===== config.mk =====
export PLATFORM = sky130hd
export DESIGN_NAME = alu_pipe_gen_flat
export DESIGN_NICKNAME = d
export VERILOG_FILES = /design/src/rtl/alu_pipe_gen_if.sv /design/src/rtl/alu_pipe_gen.sv /design/src/flat_wrapper.sv
export SDC_FILE = /design/constraint.sdc
export NUM_CORES = 2
export LEC_CHECK = 0
export BUFFER_PORTS_ARGS = -buffer_cell sky130_fd_sc_hd__buf_2
export CORE_AREA = 2 2 210 419
export CTS_BUF_LIST = sky130_fd_sc_hd__clkbuf_2 sky130_fd_sc_hd__clkbuf_4 sky130_fd_sc_hd__clkbuf_8
export CTS_CLUSTER_DIAMETER = 100
export DETAILED_ROUTE_END_ITERATION = 7
export DIE_AREA = 0 0 212 421
export MAX_ROUTING_LAYER = met4
export PLACE_DENSITY_LB_ADDON = 0.25
export SLEW_MARGIN = 15
export SYNTH_ARGS = -nofsm -noshare
export SYNTH_HDL_FRONTEND = slang
export SYNTH_SLANG_ARGS = --single-unit

===== constraint.sdc =====
create_clock -name clk -period 11.2 [get_ports clk]
set_clock_uncertainty 0.05 [all_clocks]
set_input_delay 1.12 -clock clk [delete_from_list [all_inputs] [get_ports clk]]
set_output_delay 1.12 -clock clk [all_outputs]
set_load 0.1 [all_outputs]

===== src/rtl/alu_pipe_gen_if.sv =====
// alu_pipe_gen_if: operand-issue handshake, result handshake and flags for alu_pipe_gen.
interface alu_pipe_gen_if #(
  parameter int WIDTH = 32,
  parameter int SHW = $clog2(WIDTH)
);
  logic in_valid, in_ready, out_valid, out_ready;
  logic [3:0] opcode;
  logic [WIDTH-1:0] input1, input2, result;
  logic [SHW-1:0] shiftValue;
  logic carryFlag, zeroFlag, overFlowFlag, signFlag, divByZero;
  modport master (
    output in_valid, opcode, input1, input2, shiftValue, out_ready,
    input in_ready, out_valid, result, carryFlag, zeroFlag, overFlowFlag, signFlag, divByZero
  );
  modport slave (
    input in_valid, opcode, input1, input2, shiftValue, out_ready,
    output in_ready, out_valid, result, carryFlag, zeroFlag, overFlowFlag, signFlag, divByZero
  );
endinterface


===== src/rtl/alu_pipe_gen.sv =====
// alu_pipe_gen: two-stage valid/ready ALU; define ALU_GEN_DIV_EN to build the iterative
// restoring divider, otherwise DIV completes at once and raises divByZero as "unsupported".
module alu_pipe_gen #(
  parameter int WIDTH = 32,
  parameter int SHW = $clog2(WIDTH)
) (
  input logic clk,
  input logic rst,
  alu_pipe_gen_if.slave bus
);
  localparam logic [3:0] OP_ADD = 4'd0, OP_SUB = 4'd1, OP_MUL = 4'd2, OP_NAND = 4'd3,
                         OP_SRL = 4'd4, OP_DIV = 4'd5, OP_SLL = 4'd6, OP_XNOR = 4'd7,
                         OP_ROR = 4'd8, OP_SGT = 4'd9, OP_MAX = 4'd10, OP_SNE = 4'd11;
  logic s1_valid, s1_done, s1_advance, accept;
  logic [3:0] s1_op;
  logic [WIDTH-1:0] s1_a, s1_b, res;
  logic [SHW-1:0] s1_sh;
  logic c, v, d;
  logic [WIDTH:0] sum, diff;
  logic [2*WIDTH-1:0] prod;
  logic s2_valid;
  logic [WIDTH-1:0] s2_res;
  logic [4:0] s2_flags;
  assign accept = bus.in_valid && bus.in_ready;
  assign s1_advance = s1_valid && s1_done && (!s2_valid || bus.out_ready);
  assign bus.in_ready = !s1_valid || s1_advance;
  assign bus.out_valid = s2_valid;
  assign bus.result = s2_res;
  assign {bus.carryFlag, bus.zeroFlag, bus.overFlowFlag, bus.signFlag, bus.divByZero} = s2_flags;
`ifdef ALU_GEN_DIV_EN
  localparam int CW = $clog2(WIDTH + 1);
  logic [CW-1:0] cnt;
  logic [WIDTH-1:0] rem, quo;
  logic [WIDTH:0] trial;
  logic div_busy, fits;
  // quo starts as the dividend and shifts quotient bits in from the right
  assign trial = {rem, quo[WIDTH-1]};
  assign fits = trial >= {1'b0, s1_b};
  assign div_busy = s1_valid && s1_op == OP_DIV && s1_b != '0 && cnt != CW'(WIDTH);
  assign s1_done = !div_busy;
  always_ff @(posedge clk)
    if (rst) begin
      cnt <= '0;
      rem <= '0;
      quo <= '0;
    end else if (accept) begin
      cnt <= '0;
      rem <= '0;
      quo <= bus.input1;
    end else if (div_busy) begin
      cnt <= cnt + 1'b1;
      rem <= fits ? WIDTH'(trial - {1'b0, s1_b}) : trial[WIDTH-1:0];
      quo <= {quo[WIDTH-2:0], fits};
    end
`else
  assign s1_done = 1'b1;
`endif
  always_comb begin
    sum = {1'b0, s1_a} + {1'b0, s1_b};
    diff = {1'b0, s1_a} - {1'b0, s1_b};
    prod = {{WIDTH{1'b0}}, s1_a} * {{WIDTH{1'b0}}, s1_b};
    res = '0;
    c = 1'b0;
    v = 1'b0;
    d = 1'b0;
    case (s1_op)
      OP_ADD: begin
        res = sum[WIDTH-1:0];
        c = sum[WIDTH];
        v = s1_a[WIDTH-1] == s1_b[WIDTH-1] && res[WIDTH-1] != s1_a[WIDTH-1];
      end
      OP_SUB: begin
        res = diff[WIDTH-1:0];
        c = diff[WIDTH];
        v = s1_a[WIDTH-1] != s1_b[WIDTH-1] && res[WIDTH-1] != s1_a[WIDTH-1];
      end
      OP_MUL: begin
        res = prod[WIDTH-1:0];
        c = |prod[2*WIDTH-1:WIDTH];
      end
      OP_NAND: res = ~(s1_a & s1_b);
      OP_SRL: res = s1_a >> s1_sh;
`ifdef ALU_GEN_DIV_EN
      OP_DIV: begin
        res = s1_b == '0 ? '1 : quo;
        d = s1_b == '0;
      end
`else
      OP_DIV: d = 1'b1;
`endif
      OP_SLL: res = s1_a << s1_sh;
      OP_XNOR: res = ~(s1_a ^ s1_b);
      OP_ROR: res = WIDTH'({s1_a, s1_a} >> s1_sh);
      OP_SGT: res = WIDTH'($signed(s1_a) > $signed(s1_b));
      OP_MAX: res = s1_a > s1_b ? s1_a : s1_b;
      OP_SNE: res = WIDTH'(s1_a != s1_b);
      default: ;
    endcase
  end
  always_ff @(posedge clk)
    if (rst) begin
      s1_valid <= 1'b0;
      s1_op <= '0;
      s1_a <= '0;
      s1_b <= '0;
      s1_sh <= '0;
      s2_valid <= 1'b0;
      s2_res <= '0;
      s2_flags <= '0;
    end else begin
      if (accept) begin
        s1_valid <= 1'b1;
        s1_op <= bus.opcode;
        s1_a <= bus.input1;
        s1_b <= bus.input2;
        s1_sh <= bus.shiftValue;
      end else if (s1_advance) s1_valid <= 1'b0;
      if (s1_advance) begin
        s2_valid <= 1'b1;
        s2_res <= res;
        s2_flags <= {c, res == '0, v, res[WIDTH-1], d};
      end else if (bus.out_ready) s2_valid <= 1'b0;
    end
endmodule


===== src/flat_wrapper.sv =====
// flat-port wrapper written by rule: the top's interface ports become plain ports
module alu_pipe_gen_flat 
#(
  parameter int WIDTH = 32,
  parameter int SHW = $clog2(WIDTH)
)
  (clk, rst, bus_in_valid, bus_opcode, bus_input1, bus_input2, bus_shiftValue, bus_out_ready, bus_in_ready, bus_out_valid, bus_result, bus_carryFlag, bus_zeroFlag, bus_overFlowFlag, bus_signFlag, bus_divByZero);
  alu_pipe_gen_if #(.WIDTH(WIDTH), .SHW(SHW)) bus_i ();
  input logic clk;
  input logic rst;
  input wire logic [$bits(bus_i.in_valid)-1:0] bus_in_valid;
  input wire logic [$bits(bus_i.opcode)-1:0] bus_opcode;
  input wire logic [$bits(bus_i.input1)-1:0] bus_input1;
  input wire logic [$bits(bus_i.input2)-1:0] bus_input2;
  input wire logic [$bits(bus_i.shiftValue)-1:0] bus_shiftValue;
  input wire logic [$bits(bus_i.out_ready)-1:0] bus_out_ready;
  output wire logic [$bits(bus_i.in_ready)-1:0] bus_in_ready;
  output wire logic [$bits(bus_i.out_valid)-1:0] bus_out_valid;
  output wire logic [$bits(bus_i.result)-1:0] bus_result;
  output wire logic [$bits(bus_i.carryFlag)-1:0] bus_carryFlag;
  output wire logic [$bits(bus_i.zeroFlag)-1:0] bus_zeroFlag;
  output wire logic [$bits(bus_i.overFlowFlag)-1:0] bus_overFlowFlag;
  output wire logic [$bits(bus_i.signFlag)-1:0] bus_signFlag;
  output wire logic [$bits(bus_i.divByZero)-1:0] bus_divByZero;
  assign bus_i.in_valid = bus_in_valid;
  assign bus_i.opcode = bus_opcode;
  assign bus_i.input1 = bus_input1;
  assign bus_i.input2 = bus_input2;
  assign bus_i.shiftValue = bus_shiftValue;
  assign bus_i.out_ready = bus_out_ready;
  assign bus_in_ready = bus_i.in_ready;
  assign bus_out_valid = bus_i.out_valid;
  assign bus_result = bus_i.result;
  assign bus_carryFlag = bus_i.carryFlag;
  assign bus_zeroFlag = bus_i.zeroFlag;
  assign bus_overFlowFlag = bus_i.overFlowFlag;
  assign bus_signFlag = bus_i.signFlag;
  assign bus_divByZero = bus_i.divByZero;
  alu_pipe_gen #(.WIDTH(WIDTH), .SHW(SHW)) u_core (.clk(clk), .rst(rst), .bus(bus_i));
endmodule

; ---- Word level (Yosys, flattened, before mapping)
; Index checks and enable logic that the tools add are counted.
[totals]
input_bits = 77
reg_bits = 112
[classes]
order_cmp = 2
reduce_logical = 13
bitwise = 4
mux = 9
n_shift = 3
eq_ne = 16
n_addsub = 2
mul = 1
[op_table]
columns = operator, count
row1 = one-hot mux 32 bit (11 select lines), 1
row2 = greater-than comparator 32 bit, 2
row3 = multiplier 32 x 32 -> 64 bit, 1
row4 = inverter 32 bit, 2
row5 = right shift 64 x 5 -> 32 bit, 1
row6 = adder 32 x 32 -> 33 bit, 1
row7 = subtractor 32 x 32 -> 33 bit, 1
row8 = AND 32 bit, 1
row9 = logical NOT 32 bit, 1
row10 = 2-to-1 mux 32 bit, 1
row11 = inequality test 32 bit, 1
row12 = OR reduction 32 bit, 1
row13 = << shifter 32 x 5 -> 32 bit, 1
row14 = right shift 32 x 5 -> 32 bit, 1
row15 = bitwise XOR 32 bit, 1
row16 = "equality test 4 x 3 -> 1 bit, second input constant", 4
row17 = "equality test 4 bit, second input constant", 4
row18 = "equality test 4 x 2 -> 1 bit, second input constant", 2
row19 = 2-to-1 mux 1 bit, 5
row20 = "equality test 4 x 1 -> 1 bit, second input constant", 1
row21 = logical AND 1 bit, 4
row22 = logical NOT 4 bit, 1
row23 = nonzero test 2 bit, 2
row24 = inequality test 1 bit, 3
row25 = other kinds (5), 7

; ---- Logic depth before layout (Yosys ltp)
[logic_depth]
depth_word = 6
ltp_mapped = 33
depth_no_buf = 29

; ---- Least setup slack after synthesis
; No wires, ideal clock.
[synth_timing]
kind = reg-to-reg
startpoint = register u_core.s1_a[12]
endpoint = register u_core.s2_flags[4]
slack_ns = 2.990
t_arrival_ns = 8.028
required_ns = 11.018
n_path_buf = 4
path_stages_with_launch = 32
cell_sequence = dfxtp_1 clkbuf_1 clkbuf_1 clkbuf_1 and2_1 fa_1 fa_1 fa_1 inv_1 fa_1 inv_1 fa_1 inv_1 fa_1 inv_1 fa_1 fa_1 ha_1 clkbuf_1 a21oi_1 o21ai_0 a221oi_1 nand3_1 a21oi_1 nor2b_1 o221ai_1 a21o_1 a31o_2 a21oi_1 xnor2_1 o311ai_1 a21oi_1
[synth_via]
elab_chain_len = 3
[synth_lines]
columns = item, line
row1 = "start, declared", alu_pipe_gen.sv:16  ; logic [WIDTH-1:0] s1_a, s1_b, res;
row2 = "start signal, assigned", alu_pipe_gen.sv:114  ; s1_a <= bus.input1;
row3 = multiplier 32 x 32 -> 64 bit, alu_pipe_gen.sv:61  ; prod = {{WIDTH{1'b0}}, s1_a} * {{WIDTH{1'b0}}, s1_b};
row4 = OR reduction 32 bit, alu_pipe_gen.sv:79  ; c = |prod[2*WIDTH-1:WIDTH];
row5 = one-hot mux 1 bit (3 select lines) (*), alu_pipe_gen.sv:66  ; case (s1_op)
row6 = "end signal, assigned", alu_pipe_gen.sv:121  ; s2_flags <= {c, res == '0, v, res[WIDTH-1], d};
row7 = "end, declared", alu_pipe_gen.sv:23  ; logic [4:0] s2_flags;
; Mark *: on every way between the ends. The rest lies on a longest branch, timed or not.
; A chain may end at the register's enable or synchronous reset.

; ---- Final worst setup path
[layout_timing]
startpoint = register u_core.s1_a[10]
endpoint = register u_core.s2_flags[4]
; Same word-level chain as after synthesis.

==> metrics list <==
* Run status: complete, but fails checks
- The checks that failed: slew limit.
- Highest signal layer in the routed design: met4
- The startpoint identified for the worst hold timing path is u_core.s1_b[4]$_SDFFE_PP0P_.
- In this run the critical register-to-register path is launched from u_core.s1_a[10]$_SDFFE_PP0P_.
- For this run, the number of Yosys warnings is 0.
- TritonCTS clock tree: yes
* FF-to-FF path depth: 27
* Cell types with the largest area share after synthesis: sky130_fd_sc_hd__fa_1, sky130_fd_sc_hd__ha_1, sky130_fd_sc_hd__and2_1
- Final critical delay including setup and external delays: 10,580 ps
- Yosys top cell area share: 38.3%
- WP data required: 11,540 ps
- In this run the worst path has a maximum fanout of 35.
- Final hold violation count: 0
- R2r setup slk: 620 ps
- The H-tree was split into 3 levels.
* Slew Limit Headroom: -0.340%
* CP most frequent cell: sky130_fd_sc_hd__fa_1
* ANT nets after route: 0
- The completed layout was analyzed and its total power is 3.51 mW.
- Register bit total from synthesis: 111
* Crit end category: flop
- Share of layout cells above drive strength 1: 8.90%
- In this run the horizontal extent of the chip is 212 µm.
* Number of remaining DRC errors: 0
- Depth of the worst hold-timing path: 2
- The first routing iteration left 4,896 violations.
* Number of antenna violations at the first check in global routing: 24
* Compound-gate portion of the synthesized area: 12.0%
- Max-slew violation count: 2
- Met3 wirelength from detailed routing: 25,900 µm
- Routed len/inst: 34.1 µm
* Number of max-capacitance violations reported: 0
* First-pass GRT wire length: 325,000 µm
* Clock buffer count from CTS: 9
- The worst hold path terminates at u_core.s1_b[4]$_SDFFE_PP0P_.
- Clock sinks: 111
* Cell accounting for the most synthesized area: sky130_fd_sc_hd__fa_1
- Gr usage total: 53.0%
* R2R Path End: u_core.s2_flags[4]$_SDFFE_PP0P_
- Layout Cell Area excl Fill: 49,000 µm²
* Crit-path leading delay family: adder cells
* EDFF count, synth: 0
* Worst path buffer plus inverter count: 4
- Fmax achieved: 94.5 MHz
* Clock Latency Late Sink: 510 ps
- Global routing finished with a remaining overflow of 0.
* Post-CTS setup buffers: 0
* Buffers from clock root to sink, at most: 2
* Share of synthesized cell area in and, or, nand and nor gates: 19.8%
- Power spread over the standard cell area amounts to 71.6 nW/µm².
- Cell with the biggest individual delay on the critical path: sky130_fd_sc_hd__dfxtp_2
* Slowest cell delay on critical path: 1110 ps
- Entering global routing, the biggest net connects 74 pins.
- Number of cells in the design after placement: 6,563
- VDD sags by at most 0.000131 V.
- Total I/O pin count: 116
- The number of nets in the synthesized netlist is 6,849.
* Mean instance size in the synthesized netlist: 8.46 µm²
- Fraction of synthesized area in multiplexers: 5.27%
- The worst setup path is launched from a flop.
- Post-synth cell types: 85
- Compared with the post-synthesis result, the final layout area differs by 4.34%.
- Setup violations remaining at the end of the flow were counted as 0.
- From bottom edge to top edge, the die measures 421 µm.
- For this design the static power due to leakage is 20.5 nW.
* Clock-pin slew on the worst setup and hold paths: 190 ps
* Summed instance area of the synthesized netlist: 46,900 µm²
- Adding up every negative setup slack in the final design gives 0 ps.
- Combinational family with the most area after synthesis: adder cells
- Data arrival time of the worst path: 10,930 ps
- Unrepaired setup endpoints after global routing: false
- Placer's final routability congestion estimate: 1.15
* Async set-reset flop share out of synthesis: 0%
- Adder-cell share of the synthesized area: 47.0%
* Half-perimeter wire length after placement: 177,000 µm
* Filler Cells Inserted: 7,675
- DP Worst Slack: 1120 ps
- Critical setup path kind: flop to flop
* Predominant post-synthesis flop cell: sky130_fd_sc_hd__dfxtp_1
- Routed metal-1 wire length: 73,600 µm
- First-pass DRT Iterations: 8
* Layout net count: 6,715
- The number of hold buffers added after CTS was 0.
* Number of global-route vias before repair: 47,000
* Final setup margin: 617 ps
- The synthesized netlist devotes 1.32% of its cell area to XOR and XNOR gates.
- For the pin with the worst max-slew slack, the measured transition is 1510 ps.
- Total number of vias: 44,400
* Number of input and output port buffers inserted: 115
* Number of placement rows: 153
- In this run the standard cell core region covers 86,300 µm².
- The routed design has 225,000 µm of wire.
- Synthesis produced a netlist whose cell count is 5,547.
- On the final layout, the worst hold slack is 420 ps.
* Clock root buffer master: sky130_fd_sc_hd__clkbuf_8
* Starting density of the core: 54.4%
* Non-Filler Instances: 6,603
- HP Class: flop to flop
* Detailed-routed wire length on met2: 97,900 µm
* Vias per Instance: 6.72
- Placed cell area: 48,700 µm²
- Post-route clock period utilization: 94.5%
* Resized Gates After CTS: 0
* Utilization after layout: 56.7%
- Sequential-to-total area share from yosys stat: 4.73%
* Floorplan die area: 89,300 µm²
[final cells by class]
cell class | count | area, µm² | area share [%]
clock inverter | 6 | 51.3 | 0.105
antenna | 23 | 57.6 | 0.117
clock buffer | 10 | 131 | 0.268
sequential | 111 | 2270 | 4.63
timing repair buffer | 297 | 1990 | 4.05
inverter | 758 | 2850 | 5.81
tap | 1162 | 1450 | 2.97
multi-input combinational | 4236 | 40200 | 82.0
[Yosys cell counts, types with 40 or more instances]
master,instances
sky130_fd_sc_hd__clkbuf_1,347
sky130_fd_sc_hd__ha_1,327
sky130_fd_sc_hd__buf_2,55
sky130_fd_sc_hd__nor2_1,281
sky130_fd_sc_hd__a21oi_1,274
sky130_fd_sc_hd__a211oi_1,53
sky130_fd_sc_hd__dfxtp_1,111
sky130_fd_sc_hd__mux4_2,67
sky130_fd_sc_hd__inv_1,753
sky130_fd_sc_hd__o21ai_0,141
sky130_fd_sc_hd__xnor2_1,42
sky130_fd_sc_hd__nor3_1,55
sky130_fd_sc_hd__and2_1,571
sky130_fd_sc_hd__mux2i_1,65
sky130_fd_sc_hd__fa_1,898
sky130_fd_sc_hd__nand3_1,49
sky130_fd_sc_hd__a21o_1,40
sky130_fd_sc_hd__nand2_1,787
[placed cells by master (no fill, tap or decap), types with 79 or more instances in the layout]
| master | count |
|---|---|
| sky130_fd_sc_hd__nor2_1 | 281 |
| sky130_fd_sc_hd__ha_1 | 327 |
| sky130_fd_sc_hd__and2_1 | 569 |
| sky130_fd_sc_hd__fa_1 | 898 |
| sky130_fd_sc_hd__nand2_1 | 786 |
| sky130_fd_sc_hd__o21ai_0 | 139 |
| sky130_fd_sc_hd__buf_4 | 179 |
| sky130_fd_sc_hd__a21oi_1 | 272 |
| sky130_fd_sc_hd__inv_1 | 753 |
| sky130_fd_sc_hd__buf_2 | 114 |
| sky130_fd_sc_hd__dfxtp_1 | 79 |
[power by group]
part,total (mW),switching (mW),internal (mW)
combinational,2.66,1.84,0.825
sequential,0.545,0.125,0.420
clock,0.300,0.212,0.0875
total,3.51,2.17,1.33
[flip-flops by register name (all words and copies together) (netlist names)]
name	flops
u_core.bus.result	31
u_core.s1_sh	5
u_core.s1_b	32
u_core.s2_flags	5
u_core.s1_a	32
u_core.s1_op	4
u_core.s1_valid	1
u_core.bus.out_valid	1
[worst max-delay path by stage]
stage	from	end	slack (ps)	cells past startpoint
3_5_place_dp	u_core.s1_b[7]$_SDFFE_PP0P_	u_core.s2_flags[4]$_SDFFE_PP0P_	1120	26
5_1_grt	u_core.s1_a[10]$_SDFFE_PP0P_	u_core.s2_flags[4]$_SDFFE_PP0P_	470	27
6_report	u_core.s1_a[10]$_SDFFE_PP0P_	u_core.s2_flags[4]$_SDFFE_PP0P_	620	27
2_1_floorplan	u_core.s1_a[12]$_SDFFE_PP0P_	u_core.s2_flags[4]$_SDFFE_PP0P_	2990	31
3_3_place_gp	u_core.s1_a[13]$_SDFFE_PP0P_	u_core.s2_flags[4]$_SDFFE_PP0P_	1230	25
4_1_cts	u_core.s1_b[7]$_SDFFE_PP0P_	u_core.s2_flags[4]$_SDFFE_PP0P_	1130	26
[per-layer routing]
metal	GRT usage [%]	up-vias
li1	-	17600
met2	76.6	3408
met3	17.0	1370
met1	56.9	22000
met5	-	-
met4	50.2	0
[cells by family after synthesis]
group | after synthesis
and+or+nand+nor | 1923
adders and majority gates | 1225
buffers and inverters | 1200
AOI/OAI and AO/OA | 859
muxes | 160
DFF | 111
xor gates and xnor gates | 69
[tightest hold or removal path: cells and delay by family (launching register included)]
family	cells	cell delay, ps
simple gates	1	50
compound gates	1	50
flops	1	330
Note: power is estimated with default switching activity, not from simulation.
